## config.mk

```make
export PLATFORM = sky130hd
export DESIGN_NAME = fetch_unit_flat
export DESIGN_NICKNAME = d
export VERILOG_FILES = /design/src/rtl/fetch_unit_if.sv /design/src/rtl/fetch_unit.sv /design/src/flat_wrapper.sv
export SDC_FILE = /design/constraint.sdc
export NUM_CORES = 1
export LEC_CHECK = 0
export ABC_AREA = 0
export CAP_MARGIN = 20
export CORE_MARGIN = 2
export CORE_UTILIZATION = 47
export DETAILED_ROUTE_END_ITERATION = 8
export PLACE_DENSITY = 0.83
export SYNTH_ARGS = -nofsm -noshare
export SYNTH_HDL_FRONTEND = slang
export SYNTH_SLANG_ARGS = --single-unit
```

## constraint.sdc

```tcl
create_clock -name clk_i -period 3.8 [get_ports clk_i]
set_clock_uncertainty 0.15 [all_clocks]
set_input_delay 0.76 -clock clk_i [delete_from_list [all_inputs] [get_ports clk_i]]
set_output_delay 0.76 -clock clk_i [all_outputs]
set_load 0.05 [all_outputs]
```

## src/rtl/fetch_unit_if.sv

```systemverilog
// Fetch-stage bus bundle: instruction-memory request/response plus the decode handshake.
// The master modport is the fetch unit's view; slave is the memory/decode/controller side.
interface fetch_unit_if;
    logic        imem_req_o;
    logic [31:0] imem_addr_o;
    logic        imem_rvalid_i;
    logic [31:0] imem_rdata_i;
    logic        redir_i;
    logic [31:0] redir_pc_i;
    logic        instr_valid_o;
    logic        instr_ready_i;
    logic [31:0] instr_o;
    logic [31:0] pc_o;

    modport master (
        output imem_req_o,
        output imem_addr_o,
        input  imem_rvalid_i,
        input  imem_rdata_i,
        input  redir_i,
        input  redir_pc_i,
        output instr_valid_o,
        input  instr_ready_i,
        output instr_o,
        output pc_o
    );

    modport slave (
        input  imem_req_o,
        input  imem_addr_o,
        output imem_rvalid_i,
        output imem_rdata_i,
        output redir_i,
        output redir_pc_i,
        input  instr_valid_o,
        output instr_ready_i,
        input  instr_o,
        input  pc_o
    );
endinterface

```

## src/rtl/fetch_unit.sv

```systemverilog
// Instruction fetch stage: owns the PC, issues credit-limited reads to a 1-cycle memory,
// buffers returned words and presents {instr, pc} to decode; a redirect flushes everything.
module fetch_unit #(
    parameter logic [31:0] RESET_PC   = 32'h0000_0000,
    parameter int unsigned FIFO_DEPTH = 2
) (
    input  logic         clk_i,
    input  logic         res_i,
    fetch_unit_if.master bus
);

    localparam int unsigned PTR_W = (FIFO_DEPTH > 1) ? $clog2(FIFO_DEPTH) : 1;
    localparam int unsigned CNT_W = $clog2(FIFO_DEPTH + 1);
    localparam int unsigned CRD_W = CNT_W + 1;
    localparam logic [31:0] NOP   = 32'h0000_0013;

    logic [31:0]      pc_q,       pc_d;
    logic [31:0]      req_pc_q,   req_pc_d;
    logic             inflight_q, inflight_d;
    logic [CNT_W-1:0] count_q,    count_d;
    logic [PTR_W-1:0] wr_ptr_q,   wr_ptr_d;
    logic [PTR_W-1:0] rd_ptr_q,   rd_ptr_d;
    logic [31:0]      instr_mem_q [FIFO_DEPTH];
    logic [31:0]      instr_mem_d [FIFO_DEPTH];
    logic [31:0]      pc_mem_q    [FIFO_DEPTH];
    logic [31:0]      pc_mem_d    [FIFO_DEPTH];

    logic             valid_c;
    logic             pop_c;
    logic             issue_c;
    logic             full_c;
    logic             push_c;
    logic [CRD_W-1:0] credit_c;

    function automatic logic [PTR_W-1:0] ptr_inc(input logic [PTR_W-1:0] p);
        return (p == PTR_W'(FIFO_DEPTH - 1)) ? '0 : p + PTR_W'(1);
    endfunction

    // Handshake and issue decisions; reset masks everything visible to the outside.
    always_comb begin
        valid_c  = !res_i && (count_q != '0);
        pop_c    = valid_c && bus.instr_ready_i;
        credit_c = CRD_W'(count_q) + CRD_W'(inflight_q) - CRD_W'(pop_c);
        issue_c  = !res_i && !bus.redir_i && (credit_c < CRD_W'(FIFO_DEPTH));
        full_c   = (count_q == CNT_W'(FIFO_DEPTH));
        // A response with nothing outstanding, or one that would overflow, is dropped.
        push_c   = bus.imem_rvalid_i && inflight_q && !bus.redir_i && !(full_c && !pop_c);
    end

    // Next-state for PC, request tracking and the instruction buffer.
    always_comb begin
        pc_d        = pc_q;
        req_pc_d    = req_pc_q;
        inflight_d  = 1'b0;
        count_d     = count_q;
        wr_ptr_d    = wr_ptr_q;
        rd_ptr_d    = rd_ptr_q;
        instr_mem_d = instr_mem_q;
        pc_mem_d    = pc_mem_q;

        if (bus.redir_i) begin
            pc_d     = bus.redir_pc_i & ~32'h0000_0003;
            count_d  = '0;
            wr_ptr_d = '0;
            rd_ptr_d = '0;
        end else begin
            if (issue_c) begin
                pc_d       = pc_q + 32'd4;
                req_pc_d   = pc_q;
                inflight_d = 1'b1;
            end
            if (push_c) begin
                instr_mem_d[wr_ptr_q] = bus.imem_rdata_i;
                pc_mem_d[wr_ptr_q]    = req_pc_q;
                wr_ptr_d              = ptr_inc(wr_ptr_q);
            end
            if (pop_c) begin
                rd_ptr_d = ptr_inc(rd_ptr_q);
            end
            count_d = count_q + CNT_W'(push_c) - CNT_W'(pop_c);
        end
    end

    always_ff @(posedge clk_i) begin
        if (res_i) begin
            pc_q       <= RESET_PC;
            req_pc_q   <= RESET_PC;
            inflight_q <= 1'b0;
            count_q    <= '0;
            wr_ptr_q   <= '0;
            rd_ptr_q   <= '0;
            for (int i = 0; i < int'(FIFO_DEPTH); i++) begin
                instr_mem_q[i] <= NOP;
                pc_mem_q[i]    <= 32'h0000_0000;
            end
        end else begin
            pc_q        <= pc_d;
            req_pc_q    <= req_pc_d;
            inflight_q  <= inflight_d;
            count_q     <= count_d;
            wr_ptr_q    <= wr_ptr_d;
            rd_ptr_q    <= rd_ptr_d;
            instr_mem_q <= instr_mem_d;
            pc_mem_q    <= pc_mem_d;
        end
    end

    assign bus.imem_req_o    = issue_c;
    assign bus.imem_addr_o   = pc_q;
    assign bus.instr_valid_o = valid_c;
    assign bus.instr_o       = res_i ? NOP : instr_mem_q[rd_ptr_q];
    assign bus.pc_o          = res_i ? 32'h0000_0000 : pc_mem_q[rd_ptr_q];

`ifndef SYNTHESIS
    // Memory protocol errors: orphan responses and overflowing pushes.
    a_no_orphan_rvalid: assert property (@(posedge clk_i) disable iff (res_i)
        (bus.imem_rvalid_i && !bus.redir_i) |-> inflight_q);
    a_no_overflow: assert property (@(posedge clk_i) disable iff (res_i)
        (bus.imem_rvalid_i && inflight_q && !bus.redir_i) |-> (!full_c || pop_c));
`endif

endmodule
```

## src/flat_wrapper.sv

```systemverilog
// flat-port wrapper written by rule: the top's interface ports become plain ports
module fetch_unit_flat 
#(
    parameter logic [31:0] RESET_PC   = 32'h0000_0000,
    parameter int unsigned FIFO_DEPTH = 2
)
  (clk_i, res_i, bus_imem_req_o, bus_imem_addr_o, bus_imem_rvalid_i, bus_imem_rdata_i, bus_redir_i, bus_redir_pc_i, bus_instr_valid_o, bus_instr_ready_i, bus_instr_o, bus_pc_o);
  fetch_unit_if bus_i ();
  input  logic clk_i;
  input  logic res_i;
  output wire logic [$bits(bus_i.imem_req_o)-1:0] bus_imem_req_o;
  output wire logic [$bits(bus_i.imem_addr_o)-1:0] bus_imem_addr_o;
  input wire logic [$bits(bus_i.imem_rvalid_i)-1:0] bus_imem_rvalid_i;
  input wire logic [$bits(bus_i.imem_rdata_i)-1:0] bus_imem_rdata_i;
  input wire logic [$bits(bus_i.redir_i)-1:0] bus_redir_i;
  input wire logic [$bits(bus_i.redir_pc_i)-1:0] bus_redir_pc_i;
  output wire logic [$bits(bus_i.instr_valid_o)-1:0] bus_instr_valid_o;
  input wire logic [$bits(bus_i.instr_ready_i)-1:0] bus_instr_ready_i;
  output wire logic [$bits(bus_i.instr_o)-1:0] bus_instr_o;
  output wire logic [$bits(bus_i.pc_o)-1:0] bus_pc_o;
  assign bus_imem_req_o = bus_i.imem_req_o;
  assign bus_imem_addr_o = bus_i.imem_addr_o;
  assign bus_i.imem_rvalid_i = bus_imem_rvalid_i;
  assign bus_i.imem_rdata_i = bus_imem_rdata_i;
  assign bus_i.redir_i = bus_redir_i;
  assign bus_i.redir_pc_i = bus_redir_pc_i;
  assign bus_instr_valid_o = bus_i.instr_valid_o;
  assign bus_i.instr_ready_i = bus_instr_ready_i;
  assign bus_instr_o = bus_i.instr_o;
  assign bus_pc_o = bus_i.pc_o;
  fetch_unit #(.RESET_PC(RESET_PC), .FIFO_DEPTH(FIFO_DEPTH)) u_core (.clk_i(clk_i), .res_i(res_i), .bus(bus_i));
endmodule
```

== Word-level counts from Yosys, hierarchy flattened ==
Cells that the tools add are included.
Cells by class
  $add $sub $neg: 7
  $mul: 0
  divide/modulo/power cells: 0
  magnitude comparators: 4
  equal/unequal tests: 1
  shifts and indexed selects: 0
  muxes and demuxes: 17
  bitwise gates (word level): 3
  reduce and logical (&&, ||, !) cells: 18
Operators with widths (number)
  $mux 32: 11
  $bwmux 64: 2
  $add 32x3->32 const B: 1
  $demux 32 s1: 1
  $logic_and 1x1->1: 9
  $ge 2x2->1 const B: 2
  $logic_not 1->1: 4
  $not 1->2: 2
  $reduce_and 2->1: 2
  $reduce_bool 2->1: 2
  $add 2x1->3: 1
  $lt 3x2->1 const B: 1
  $mux 1: 3
  $sub 3x1->3: 1
  $add 1x1->1 const B: 2
  $add 2x1->2: 1
  $eq 2x2->1 const B: 1
  $lt 2x1->1 const B: 1
  $reduce_or 2->1: 1
  $sub 2x1->2: 1
  $not 1->1: 1
Storage, ports and cells
  bits in registers: 197
  latch bits: 0
  RAM bits: 0
  ROM bits: 0
  input bits: 69
  logic and storage cells: 61
  memories kept: 0

== Longest topological paths before layout ==
Gate-level depths: netlist (run 1).
  depth after elaboration: 9
  gate-level depth with buffers: 13

== Least setup slack after synthesis (run 1) ==
OpenSTA, ideal clock, no wires.
  path type: in2out
  start point: in res_i
  end point: out bus_imem_req_o
  data arrival time: 3.763 ns
  setup slack: -0.873 ns
  stages on the path: 11
  cells stage by stage: clkbuf_1 nor2_1 and2_1 ha_1 nand2b_1 fa_1 xnor2_2 nand3_1 inv_2 buf_2 buf_2
On the way
  cells in the longest elaborated chain, start to end: 6
  elaborated cells on any way between the ends: 7
  classes of those cells: add/sub (1); order compare (1); reduce/logical (5)
RTL lines
  start, declared: RTL line flat_wrapper.sv:10  | input logic res_i;
  $logic_not 1->1: RTL line fetch_unit.sv:41  | valid_c = !res_i && (count_q != '0);
  $logic_and 1x1->1: RTL line fetch_unit.sv:41
  via bus_instr_valid_o: RTL line flat_wrapper.sv:17  | output wire logic [$bits(bus_i.instr_valid_o)-1:0] bus_instr_valid_o;
  $logic_and 1x1->1: RTL line fetch_unit.sv:42  | pop_c = valid_c && bus.instr_ready_i;
  via u_core.pop_c: RTL line fetch_unit.sv:29  | logic pop_c;
  $sub 3x1->3: RTL line fetch_unit.sv:43  | credit_c = CRD_W'(count_q) + CRD_W'(inflight_q) - CRD_W'(pop_c);
  $lt 3x2->1: RTL line fetch_unit.sv:44  | issue_c = !res_i && !bus.redir_i && (credit_c < CRD_W'(FIFO_DEPTH));
  $logic_and 1x1->1: RTL line fetch_unit.sv:44
  end, declared: RTL line flat_wrapper.sv:11  | output wire logic [$bits(bus_i.imem_req_o)-1:0] bus_imem_req_o;
The timed path passes the listed nets, and every way through them passes these cells.

== Worst setup path after layout (run 1) ==
  start point: in bus_instr_ready_i
  end point: out bus_imem_req_o
On the way
  cells in the longest elaborated chain, start to end: 4
RTL lines
  start, declared: RTL line flat_wrapper.sv:18  | input wire logic [$bits(bus_i.instr_ready_i)-1:0] bus_instr_ready_i;
  $logic_and 1x1->1: RTL line fetch_unit.sv:42
  via u_core.pop_c: RTL line fetch_unit.sv:29
  $sub 3x1->3: RTL line fetch_unit.sv:43
  $lt 3x2->1: RTL line fetch_unit.sv:44
  $logic_and 1x1->1: RTL line fetch_unit.sv:44
The timed path passes the listed nets, and every way through them passes these cells.

==> results of run 1 <==
-- critical path, cell delays in order --
cell and delay (ps):
clkdlybuf4s50_1 480, and2_4 180, ha_4 200, nand2b_4 130
fa_2 400, xnor2_4 240, nand3_4 90, inv_2 120
buf_12 140
-- worst max path at each step --
stage	startpoint	to	depth (start not counted)
4_1_cts	u_core.count_q[1]$_SDFF_PP0_	bus_imem_req_o	10
5_1_grt	bus_instr_ready_i	bus_imem_req_o	9
2_1_floorplan	res_i	bus_imem_req_o	11
6_report	bus_instr_ready_i	bus_imem_req_o	9
3_3_place_gp	bus_instr_ready_i	bus_imem_req_o	9
3_5_place_dp	bus_instr_ready_i	bus_imem_req_o	9
-- kinds of logic (layout without fill, tap and decap cells) --
| group | count (synthesis) | after routing |
|---|---|---|
| other | 1 | 4 |
| buffers and inverters | 91 | 221 |
| muxes | 60 | 60 |
| adders and majority gates | 5 | 5 |
| and+or+nand+nor | 497 | 497 |
| xor gates and xnor gates | 22 | 22 |
| DFF | 189 | 189 |
| AOI/OAI and AO/OA | 203 | 203 |
-- sequential cells by signal, indices dropped and copies added, names as in the netlist --
name,count
u_core.inflight_q,1
u_core.bus.imem_addr_o,30
u_core.pc_mem_q,60
u_core.count_q,2
u_core.wr_ptr_q,1
u_core.instr_mem_q,64
u_core.req_pc_q,30
u_core.rd_ptr_q,1
-- synthesized netlist by cell type, types with 5 or more instances --
cell	n	area (µm²)
nand4_1	7	43.8
xor2_1	8	70.1
xnor2_1	13	114
and2_1	9	56.3
nand3_1	17	85.1
nand2_1	333	1250
nor2_1	85	319
inv_1	9	33.8
a21oi_1	161	806
a211oi_1	12	90.1
o22ai_1	5	31.3
buf_1	9	33.8
nor3_1	7	35.0
nand3b_1	6	45.0
a31oi_1	8	50.1
mux2i_1	59	591
and4_1	5	43.8
buf_2	18	90.1
dfxtp_1	189	3780
clkbuf_1	49	184
-- metal layers --
metal / GRT usage (%) / vias to the layer above
li1: - / 3793
met1: 32.2 / 3472
met2: 34.6 / 256
met3: 4.10 / 20
met4: 6.83 / 0
met5: 0 / -
-- through the flow --
step	instances	cell area, µm²	power [mW]	worst slack [ps]	hold WS [ps]
global placement	1394	10100	2.53	151	291
finish	1426	10700	4.35	140	302
floorplan	1071	8350	2.36	15.4	280
CTS	1426	10700	4.38	85.3	305
global route	1426	10700	4.50	54.8	321
detailed placement	1394	10100	2.54	129	296
-- final cells by class --
class / count / area [µm²] / share of cell area [%]
clock buffers: 21 / 450 / 4.21
clock inverters: 11 / 166 / 1.56
inverters: 11 / 41.3 / 0.386
multi-input cells: 791 / 4170 / 39.0
flip-flops and latches: 189 / 3790 / 35.4
well taps: 225 / 282 / 2.63
repair buffers: 178 / 1790 / 16.7
-- power breakdown --
part / switching (mW) / internal, mW
combinational: 0.255 / 0.164
sequential: 0.0557 / 2.02
clock: 0.737 / 1.12
total: 1.05 / 3.30
==> flow_summary.ini, run 1 <==
[cts]
ctsResizeCount = 0
clock-sinks = 189
clk_path_buf_depth = 2
hold_buffers = 0
cts.clk_slew.worst_paths_ps = 60
h-tree-depth = 4
root_buffer = clkbuf_16
postCtsSetupBuffers = 0
cts_tree = done
clk_latency_ps = 430
cts_made_buffers = 17

[synth]
yosys.area_share.simple_pct = 25.4
netlist_area_um2 = 8250
synthAdderAreaFrac_pct = 0.850
synth_cell_types = 54
synth-main-ff-cell = dfxtp_1
ys_ff_latch = 189
synth_xor_area_share_pct = 2.43
synth_area_per_cell_um2 = 7.72
synth_enable_flop_cells = 0
synth_top_family_by_area = simple AND/OR/NAND/NOR gates
yosysWarnings = 0
synth_compound_area_share_pct = 13.5
synthCells = 1068
synth_seq_area_share_pct = 45.9
muxShareOfSynthArea_pct = 7.30
async_flop_share_pct = 0

[worst_setup_path]
r2r_slack_ps = 730
critPathArrivalTime_ps = 2750
critPathKind = input pin to output pin
crit_required_ps = 2890
critPathCaptureType = output pin
cp_max_fo = 3
rr_startpoint = u_core.count_q[1]$_SDFF_PP0_
start_kind = input pin
r2r-end = u_core.bus.imem_addr_o[14]$_SDFFE_PP0P_
worstRegToRegCells = 13

[sta]
final_max_slew_viol_count = 0
slew_headroom_pct = 35.2
period_needed_ps = 3660
setup_violations = 0
tightest_slew_ps = 971
rsz0062_at_grt = no
fin_tns_setup_ps = 0
fmax_mhz = 273
post-route-period-util_pct = 96.3
hold_viol = 0

[finish]
n_antenna_cell = 0
areaGrowthSynthToFinish_pct = 29.6
layout-drive-gt1-share_pct = 7.08
final_common_cell = nand2_1
nNetsFinal = 1262
most-common-layout-cells = nand2_1 (331), dfxtp_1 (187), a21oi_1 (161)
n_fill_cell = 1465
fin_util_pct = 62.0

[placed_design]
portBuffers = 160
dp.final_hpwl_um = 13600
place_congestion = 0.870

[die]
die_w_um = 136
placementRows = 48
core_area_um2 = 17200
initial_core_util_pct = 47.8
die_area_um2 = 18600
io-pin-count = 167
die_h_um = 136

[global_routing]
grt_pass1_vias = 6749
grt_use_total_pct = 22.5
overflow = 0
antenna_found_initial = 0
grt_max_degree = 150
grt_pass1_wl_um = 33700

[route]
wl_um = 21200
m1WireLength_um = 9960
drt_iter0_markers = 625
via_count = 7541
drtAntennaViolNets = 0
via_per_inst = 5.29
drt_first_pass_iters = 5
wire_per_inst_um = 14.9
top_layer = met4
drc = 0
dr_wl_met3_um = 1170
met2WireLength_um = 9840

[job]
maxCapViolations = 0

[min_path]
min_from = u_core.pc_mem_q[21]$_SDFFE_PP0P_
min_path_cells = 2
min_to = u_core.pc_mem_q[21]$_SDFFE_PP0P_
hold_class = flop to flop

[power_and_ir_drop]
vdd_ir_drop_max_uv = 339
p_per_area_nw_per_um2 = 407
p_leak_nw = 3.53

[outcome]
outcome = completed
(Power assumes the default switching activity.)
==> run 2, diff against run 1 <==
--- a/config.mk
+++ b/config.mk
@@ -8,9 +8,12 @@
 export ABC_AREA = 0
 export CAP_MARGIN = 20
 export CORE_MARGIN = 2
-export CORE_UTILIZATION = 47
+export CORE_UTILIZATION = 57
 export DETAILED_ROUTE_END_ITERATION = 8
-export PLACE_DENSITY = 0.83
+export DONT_BUFFER_PORTS = 1
+export PLACE_DENSITY = 0.81
+export SETUP_SLACK_MARGIN = 0.4
+export SKIP_LAST_GASP = 1
 export SYNTH_ARGS = -nofsm -noshare
 export SYNTH_HDL_FRONTEND = slang
 export SYNTH_SLANG_ARGS = --single-unit
==> run 2 against run 1 <==
Effect of this change:
- critical path type is now flop to output pin
- sequential power up 2%
- final area down 13%
- global-route usage up 3.1 points
- highest routed layer unchanged
- register-to-register slack improved by 40 ps
- critical endpoint unchanged
- core utilization is 4.8 points higher
- via count fell by 4.5%
==> flow_summary.ini, run 2 (synthesis gave the netlist of run 1 again) <==
[worst_setup_path]
crit_required_ps = 2890
cp_max_fo = 7
cp.buffers_inverters = 1
start_kind = flop
max_stage_delay_ps = 380
critPathCaptureType = output pin
critPathTopFamily = simple AND/OR/NAND/NOR gates
crit_chain = nor2_2 > nor2_4 > and2_4 > ha_4 > nand2b_4 > fa_2 > xnor2_4 > nand3_4 > clkinv_8
slowest_stage = fa_2
critPathArrivalTime_ps = 2380
critPathKind = flop to output pin

[route]
drtAntennaViolNets = 0
drt_first_pass_iters = 6
via_per_inst = 5.70
wl_um = 20100
drc = 0
via_count = 7201
wire_per_inst_um = 15.9
drt_iter0_markers = 600

[placed_design]
pre_cts_slack_ps = 367
place_congestion = 0.871
portBuffers = 0
dp_cells = 1228
dp.final_hpwl_um = 12500

[sta]
rsz0062_at_grt = no
setup_violations = 0
fin_tns_setup_ps = 0
slew_headroom_pct = 34.8
fmax_mhz = 304
timing.final.ws_setup_ps = 509
post-route-period-util_pct = 86.6
tightest_slew_ps = 975
final_max_slew_viol_count = 0
period_needed_ps = 3290
hold_viol = 0

[job]
maxCapViolations = 0

[finish]
largest_register_ff_count = 64
reg.largest.list = u_core.instr_mem_q (64), u_core.pc_mem_q (60)
layout-drive-gt1-share_pct = 10.7
final_common_cell = nand2_1
fin_cells = 1264
nNetsFinal = 1145
areaGrowthSynthToFinish_pct = 13.3
n_antenna_cell = 0
largest_register = u_core.instr_mem_q
most-common-layout-cells = nand2_1 (331), dfxtp_1 (186), a21oi_1 (161)

[outcome]
outcome = completed

[cts]
cts.clk_slew.worst_paths_ps = 70
clock-sinks = 189
h-tree-depth = 4
cts_tree = done
clk_latency_ps = 430
cts_made_buffers = 17
clk_path_buf_depth = 2
root_buffer = clkbuf_16
hold_buffers = 0

[die]
die_h_um = 124
core_area_um2 = 14000
initial_core_util_pct = 59.0
die_w_um = 124
die_area_um2 = 15400
placementRows = 43
io-pin-count = 167

[power_and_ir_drop]
p_per_area_nw_per_um2 = 448
vdd_ir_drop_max_uv = 302
p_leak_nw = 3.14

[global_routing]
antenna_found_initial = 0
grt_use_total_pct = 25.6
grt_pass1_vias = 6579
overflow = 0
grt_pass1_wl_um = 32800
grt_max_degree = 252

[min_path]
hold_class = input pin to flop
## run 2: cell types whose count changed in the layout (fill, tap and decap cells not counted), sizes merged
cell / delta
clkinvlp: -1
buf: +26
clkinv: +2
bufinv: -1
inv: +2
clkdlybuf4s50: -144
clkbuf: -1
## run 2: layer usage
metal	up-vias	track usage, %	share of wire (%)
met5	-	0	0
met1	3317	35.3	45
li1	3554	-	-
met2	292	39.4	45
met3	38	6.92	8.0
met4	0	8.20	2.0
## run 2: path summary, 6_finish.rpt
path                                    from                                      end  slack, ps  cells past startpoint
max             u_core.count_q[1]$_SDFF_PP0_                           bus_imem_req_o        510                      9
min                      bus_imem_rdata_i[0]       u_core.instr_mem_q[0]$_SDFFE_PP1P_        300                      2
max reg2reg     u_core.count_q[1]$_SDFF_PP0_  u_core.bus.imem_addr_o[26]$_SDFFE_PP0P_        770                     11
min reg2reg  u_core.pc_mem_q[4]$_SDFFE_PP0P_          u_core.pc_mem_q[4]$_SDFFE_PP0P_        300                      2
## run 2: cell type report
class                           count  area (µm²)
Multi-Input combinational cell    791        4170
Clock buffer                       20         457
Sequential cell                   189        3790
Clock inverter                     12         159
Inverter                           11        53.8
Tap cell                          180         225
Fill cell                        1169        4650
Timing Repair Buffer               60         475
Timing Repair inverter              1        6.26
## run 2: through the flow
step	hold WS (ps)	cell area [µm²]	power (mW)	util, %
final	303	9340	4.19	66.8
after global placement	288	8680	2.38	62.0
after global routing	239	9340	4.32	66.8
after detailed placement	291	8680	2.38	62.0
after CTS	246	9330	4.21	66.7
after floorplan	280	8360	2.37	-
## run 2: what timing repair did
action	in CTS	in global routing
gates resized for setup	6	2
gates cloned	1	0
pin swaps	2	1
setup endpoints to repair	2	1
buffers inserted	2	1
## run 2: report_power, final
group	switching (mW)	internal, mW	leakage [nW]	total [mW]
Sequential	0.0993	2.02	1.53	2.12
Clock	0.767	1.08	0.297	1.84
Combinational	0.152	0.0725	1.31	0.225
==> run 3, diff against run 2 <==
--- a/config.mk
+++ b/config.mk
@@ -7,11 +7,12 @@
 export LEC_CHECK = 0
 export ABC_AREA = 0
 export CAP_MARGIN = 20
+export CORE_ASPECT_RATIO = 0.9
 export CORE_MARGIN = 2
-export CORE_UTILIZATION = 57
+export CORE_UTILIZATION = 29
 export DETAILED_ROUTE_END_ITERATION = 8
 export DONT_BUFFER_PORTS = 1
-export PLACE_DENSITY = 0.81
+export PLACE_DENSITY = 0.5
 export SETUP_SLACK_MARGIN = 0.4
 export SKIP_LAST_GASP = 1
 export SYNTH_ARGS = -nofsm -noshare
==> run 3 against run 2 <==
Effect of this change:
- first-iteration DRC count is 32% lower
- sequential share of layout area is 1.4 points lower
- worst setup slack better by 0.70 ps
- register-to-register slack is essentially flat
- sequential cell count stayed put
- fmax is essentially flat
- hold slack got worse by 62 ps
- non-clock buffer count rose by 14
- highest routed layer unchanged
==> flow_summary.ini, run 3 (synthesis gave the netlist of run 1 again) <==
[die]
die_h_um = 164
die_w_um = 182
placementRows = 58
io-pin-count = 167
die_area_um2 = 29800
core_area_um2 = 27900
initial_core_util_pct = 29.5

[finish]
nNetsFinal = 1159
fin_cells = 1458
n_antenna_cell = 0
fin_util_pct = 34.6
layout-drive-gt1-share_pct = 11.8
reg.largest.list = u_core.instr_mem_q (64), u_core.pc_mem_q (60)
areaGrowthSynthToFinish_pct = 17.1
most-common-layout-cells = nand2_1 (331), dfxtp_1 (187), a21oi_1 (161)
largest_register = u_core.instr_mem_q
largest_register_ff_count = 64
final_common_cell = nand2_1
finish.instance_area_um2 = 9660

[global_routing]
grt_max_degree = 252
grt_pass1_vias = 6562
grt_use_total_pct = 16.0
grt_pass1_wl_um = 37500
overflow = 0
antenna_found_initial = 0

[worst_setup_path]
crit_required_ps = 2890
critPathArrivalTime_ps = 2380
critPathKind = flop to output pin
critPathCaptureType = output pin
cp_max_fo = 6
start_kind = flop

[placed_design]
dp.final_hpwl_um = 15000
dp_cells = 1423
portBuffers = 0
post_dp_cell_area_um2 = 9010
place_congestion = 0.863

[min_path]
hold_class = input pin to flop

[route]
wl_um = 23700
drtAntennaViolNets = 0
drc = 0
via_count = 7035
wire_per_inst_um = 16.2
via_per_inst = 4.83
drt_iter0_markers = 410
drt_first_pass_iters = 4

[power_and_ir_drop]
p_per_area_nw_per_um2 = 434
vdd_ir_drop_max_uv = 307
power_mw = 4.19
p_leak_nw = 3.23

[sta]
final_max_slew_viol_count = 0
fmax_mhz = 304
slew_headroom_pct = 35.7
period_needed_ps = 3290
post-route-period-util_pct = 86.6
fin_tns_setup_ps = 0
hold_viol = 0
rsz0062_at_grt = no
tightest_slew_ps = 960
setup_violations = 0

[cts]
clk_path_buf_depth = 2
clock-sinks = 189
hold_buffers = 0
cts_tree = done
clk_latency_ps = 450
cts.clk_slew.worst_paths_ps = 80
root_buffer = clkbuf_16
cts_made_buffers = 17
h-tree-depth = 4

[job]
maxCapViolations = 0

[outcome]
outcome = completed
[run 3: worst paths after layout]
kind / startpoint / endpoint / slack, ps / cells past startpoint
max: u_core.count_q[0]$_SDFF_PP0_ / bus_imem_req_o / 510 / 8
min: res_i / u_core.req_pc_q[31]$_SDFFE_PP0P_ / 240 / 1
max reg2reg: u_core.count_q[0]$_SDFF_PP0_ / u_core.bus.imem_addr_o[26]$_SDFFE_PP0P_ / 770 / 11
min reg2reg: u_core.instr_mem_q[29]$_SDFFE_PP0P_ / u_core.instr_mem_q[29]$_SDFFE_PP0P_ / 300 / 2
[run 3: critical path, stage by stage (launching register included)]
cell      delay (ps)
dfxtp_2          380
nor2_2            60
nor2_4           100
and2_4           180
ha_4             190
nand2b_4         130
fa_2             590
nand3_4          150
clkinv_8         140
[run 3: final cells by class]
type | count | area (µm²)
Sequential cell | 189 | 3790
Fill cell | 3002 | 18300
Clock buffer | 17 | 425
Multi-Input combinational cell | 791 | 4180
Tap cell | 360 | 450
Timing Repair inverter | 1 | 6.26
Timing Repair Buffer | 74 | 568
Clock inverter | 15 | 184
Inverter | 11 | 53.8
[run 3: repair_timing]
action | CTS | global route
resized for setup | 4 | 2
pin swaps | 1 | 1
endpoints found under the setup margin | 1 | 1
buffers inserted | 1 | 1
cloned | 1 | 0
[run 3: layer usage]
metal  vias to the layer above  global-route usage [%]  part of all wire, %  routed length, µm
met4                         0                    4.43                  1.1                253
met3                        19                    4.35                  6.3               1500
met2                       166                    23.2                   42              10000
met5                         -                       0                    0                  0
li1                       3580                       -                    -                  -
met1                      3270                    23.1                   50              11900
[run 3: stage by stage]
step,setup slack [ps],hold slack (ps)
2_1_floorplan,27.0,280
3_3_place_gp,394,288
3_5_place_dp,339,293
4_1_cts,400,230
5_1_grt,420,214
6_report,510,241
[run 3: power breakdown]
group	switching, mW	internal, mW	total (mW)
Sequential	0.0905	2.02	2.11
Clock	0.942	0.902	1.84
Combinational	0.163	0.0753	0.238
